--- src/rtl/hash_digest_sequencer.sv ---
// hash_digest_sequencer: latches a digest and feeds it to the hex converter MSB nibble first, then CR and LF, paced by the UART handshake
module hash_digest_sequencer #(
    parameter int DIGEST_BITS = 256,
    parameter int CNT_W = 7
) (
    input  logic                   Clk,
    input  logic                   Reset,
    input  logic                   Start,
    input  logic [DIGEST_BITS-1:0] Digest,
    input  logic                   TxDone,
    output logic [3:0]             HexOut,
    output logic                   ConvEn,
    output logic                   SendCR,
    output logic                   SendLF,
    output logic                   TxStart,
    output logic                   Busy,
    output logic                   Done
);
    localparam int NIBBLES = DIGEST_BITS / 4;
    localparam logic [CNT_W-1:0] CR_IDX = CNT_W'(NIBBLES);
    localparam logic [CNT_W-1:0] LF_IDX = CNT_W'(NIBBLES + 1);

    typedef enum logic [2:0] {IDLE, PRESENT, SEND, WAIT, FINISH} state_t;

    state_t                 state;
    logic [CNT_W-1:0]       cnt;
    logic [CNT_W-1:0]       cnt_nx;
    logic [DIGEST_BITS-1:0] dig;
    logic [DIGEST_BITS-1:0] dig_sh;

    assign cnt_nx = cnt + CNT_W'(1);
    assign dig_sh = dig << 4;

    // Sequencer; strobes are decoded from the state being entered so they line up with it
    always_ff @(posedge Clk or negedge Reset) begin
        if (!Reset) begin
            state   <= IDLE;
            cnt     <= '0;
            dig     <= '0;
            HexOut  <= '0;
            ConvEn  <= 1'b0;
            SendCR  <= 1'b0;
            SendLF  <= 1'b0;
            TxStart <= 1'b0;
            Busy    <= 1'b0;
            Done    <= 1'b0;
        end else begin
            HexOut  <= '0;
            ConvEn  <= 1'b0;
            SendCR  <= 1'b0;
            SendLF  <= 1'b0;
            TxStart <= 1'b0;
            Done    <= 1'b0;
            case (state)
                IDLE: begin
                    Busy <= Start;
                    if (Start) begin
                        dig    <= Digest;
                        cnt    <= '0;
                        state  <= PRESENT;
                        ConvEn <= 1'b1;
                        HexOut <= Digest[DIGEST_BITS-1 -: 4];
                    end
                end
                PRESENT: begin
                    state   <= SEND;
                    TxStart <= 1'b1;
                end
                SEND: state <= WAIT;
                WAIT: begin
                    if (TxDone) begin
                        if (cnt == LF_IDX) begin
                            state <= FINISH;
                            Done  <= 1'b1;
                        end else begin
                            state  <= PRESENT;
                            cnt    <= cnt_nx;
                            ConvEn <= 1'b1;
                            if (cnt < CR_IDX) dig <= dig_sh;
                            HexOut <= (cnt_nx < CR_IDX) ? dig_sh[DIGEST_BITS-1 -: 4] : 4'h0;
                            SendCR <= cnt_nx == CR_IDX;
                            SendLF <= cnt_nx == LF_IDX;
                        end
                    end
                end
                FINISH: begin
                    state <= IDLE;
                    Busy  <= 1'b0;
                end
                default: begin
                    state <= IDLE;
                    Busy  <= 1'b0;
                end
            endcase
        end
    end
endmodule

--- config.mk ---
export PLATFORM = sky130hd
export DESIGN_NAME = hash_digest_sequencer
export DESIGN_NICKNAME = d
export VERILOG_FILES = /design/src/rtl/hash_digest_sequencer.sv
export SDC_FILE = /design/constraint.sdc
export NUM_CORES = 1
export LEC_CHECK = 0
export CAP_MARGIN = 10
export CORE_UTILIZATION = 51
export CTS_CLUSTER_SIZE = 8
export DETAILED_ROUTE_END_ITERATION = 8
export HOLD_SLACK_MARGIN = 0.08
export PLACE_DENSITY = 0.76
export SLEW_MARGIN = 10
export SYNTH_ARGS = -nofsm -noshare
export SYNTH_HDL_FRONTEND = slang
export SYNTH_SLANG_ARGS = --single-unit
--- constraint.sdc ---
create_clock -name Clk -period 2 [get_ports Clk]
set_input_delay 0.5 -clock Clk [delete_from_list [all_inputs] [get_ports Clk]]
set_output_delay 0.5 -clock Clk [all_outputs]
set_load 0.01 [all_outputs]
==> out/metrics.cfg <==
[synth]
yosysSeqAreaShare_pct = 55.1
synth_edf_count = 0
yosysTopAreaCell = dfrtp_1
async_flop_share_pct = 100
syn_nets = 1721
postSynthCellCount = 1458
synth_area_per_cell_um2 = 8.47
ys_warn_count = 0
yosysTopAreaCellShare_pct = 55.1
synth-main-ff-cell = dfrtp_1
synth_cell_types = 39
synthesis.area_um2 = 12300
synth_area_leaders = dfrtp_1 (55%), nand2_1 (15%), a31oi_1 (13%), nor2_1 (7.8%), buf_6 (1.9%)
ys_ff_latch = 272

[grt]
grt_pass1_wl_um = 51600
grt_overflow = 0
antenna_found_initial = 0
grt_pass1_vias = 10684
grt_max_degree = 106
grtUsageTotal_pct = 26.2

[hold_path]
hp-start = Start
hold_class = in2reg

[floorplan]
coreArea_um2 = 23600
dieArea_um2 = 24800
die_h_um = 158
num_rows = 56
start_util_pct = 52.3
io_pins = 270
die_x_um = 158

[clock_tree]
cts_tree = yes
cts-root-buf = clkbuf_16
clkLatencyLatePin_ps = 500
path_clk_slew_ps = 50
numCtsBuffers = 39
clock_sink_count = 272
htree_num_levels = 2
clockBufferDepth = 3

[worst_setup_path]
worst_ep_arrival_time_ps = 1400
critPathLaunch = HexOut[2]$_DFF_PN0_
required_ps = 1500
crit_path_end_kind = output pin
rr_startpoint = state[1]$_DFFE_PN0P_
crit_family = buffers and inverters
critPathBufInv = 1
max_stage_delay_ps = 550
path_class = reg2out
worstPathCellList = clkdlybuf4s50_1
cp_slowest_cell = clkdlybuf4s50_1
worst_setup_path_start_kind = register
path_max_fanout = 1

[detailed_routing]
ant_nets = 0
drt-wirelength-per-cell_um = 15.9
via_per_inst = 5.49
drc = 0
drt-total-wl_um = 32200
via_count = 11113
drtIter0Drc = 995
drtPass1Iterations = 5

[cells_and_area]
final_common_cell = nand2_1
nFillCells = 1807
drive_above_1_share_pct = 5.98
nets = 1968
multi_input_area_um2 = 4880
stdcell_count = 2024
layout_common_cells = nand2_1 (500), dfrtp_1 (272), clkdlybuf4s50_1 (267), nor2_1 (254), a31oi_1 (248)
regArea_um2 = 6810
n_antenna_cell = 0
syn2layout_area_growth_pct = 33.8

[timing]
maxSlewViolCount = 0
final_hold_viol_count = 0
timing.fmax_mhz = 526
tightest_slew_ps = 893
timing.final.ws_setup_ps = 97.5
tns_ps = 0
final-setup-viol-count = 0
max_slew_margin_pct = 40.3
fin_crit_ps = 1900
holdWs_ps = 442
rsz0062_at_grt = no
clock_skew_ps = 11.5
fin_crit_sh_pct = 95.1

[flow_run]
max_cap_viol_count = 0

[placement]
dp_worst_setup_slack_ps = -418
place_inst = 1980
io_buffers = 269
hpwl_um = 21600
place_congestion = 0.865

[pwr]
p_per_area_nw_per_um2 = 1670
leakage_nw = 7.11
irDropWorstVdd_mv = 0.955

[run_status]
status = complete, no violations

-- registers in the layout (all words and copies together) (netlist names), 3 cells and up --
| signal | flops |
|---|---|
| dig | 252 |
| cnt | 7 |
| HexOut | 4 |
| state | 3 |
-- metrics by stage --
step	power (mW)	cell area (um2)	util, %
4_1_cts	27.6	16500	69.8
6_report	27.5	16500	70.0
3_5_place_dp	21.7	15500	65.5
2_1_floorplan	18.2	12300	-
5_1_grt	29.7	16500	70.0
3_3_place_gp	21.2	15500	65.5
-- cell usage after synthesis, types with 2 or more instances --
cell and instances:
a21oi_1 3, a22o_1 4, a31oi_1 248, a32o_1 4
and3_1 2, buf_2 35, buf_4 6, buf_6 21
clkbuf_1 53, dfrtp_1 272, ha_1 3, inv_1 2
nand2_1 500, nand3_1 14, nand3b_1 3, nand4b_1 2
nor2_1 255, nor3_1 3, nor4_1 2, o21ai_0 4
or2_2 2, xor2_1 3
-- worst paths after layout --
path	endpoint	slack, ps	cells past startpoint
max in group asynchronous	dig[231]$_DFFE_PN0P_	820	3
setup / recovery	HexOut[2]	100	1
hold / removal	state[0]$_DFFE_PN0P_	440	4
min in group asynchronous	dig[171]$_DFFE_PN0P_	490	2
hold reg to reg	dig[1]$_DFFE_PN0P_	500	1
setup reg to reg	dig[103]$_DFFE_PN0P_	180	6
-- timing repair --
item	4_1_cts	5_1_grt
buffers inserted	0	2
gates resized for setup	0	2
hold buffers	1	0
endpoints found under the hold margin	34	0
setup endpoints to repair	0	6
-- per-layer routing --
metal	vias up	global-route usage [%]	part of all wire, %
met3	57	4.08	7.4
met2	426	42.6	47
met1	5274	36.2	43
li1	5356	-	-
met5	-	0	0
met4	0	8.28	2.2
-- power breakdown --
group | switching [mW] | internal, mW
Clock | 2.20 | 3.56
Sequential | 1.47 | 8.25
Combinational | 7.14 | 4.91
-- kinds of logic after synthesis --
logic type	count (synthesis)	share of synthesized area, %
AOI/OAI and AO/OA	269	13.8
adders and majority gates	3	0.304
DFF	272	55.1
and+or+nand+nor	791	24.9
xor gates and xnor gates	4	0.284
buffers and inverters	119	5.52
-- layout make-up --
cell class                 instances  share of cell area, %
multi-input combinational       1067                   29.5
timing repair buffer             323                   20.6
inverter                           2                 0.0454
clock buffer                      41                   6.21
sequential                       272                   41.2
tap                              319                   2.42
Note: power is estimated with default switching activity, not from simulation.
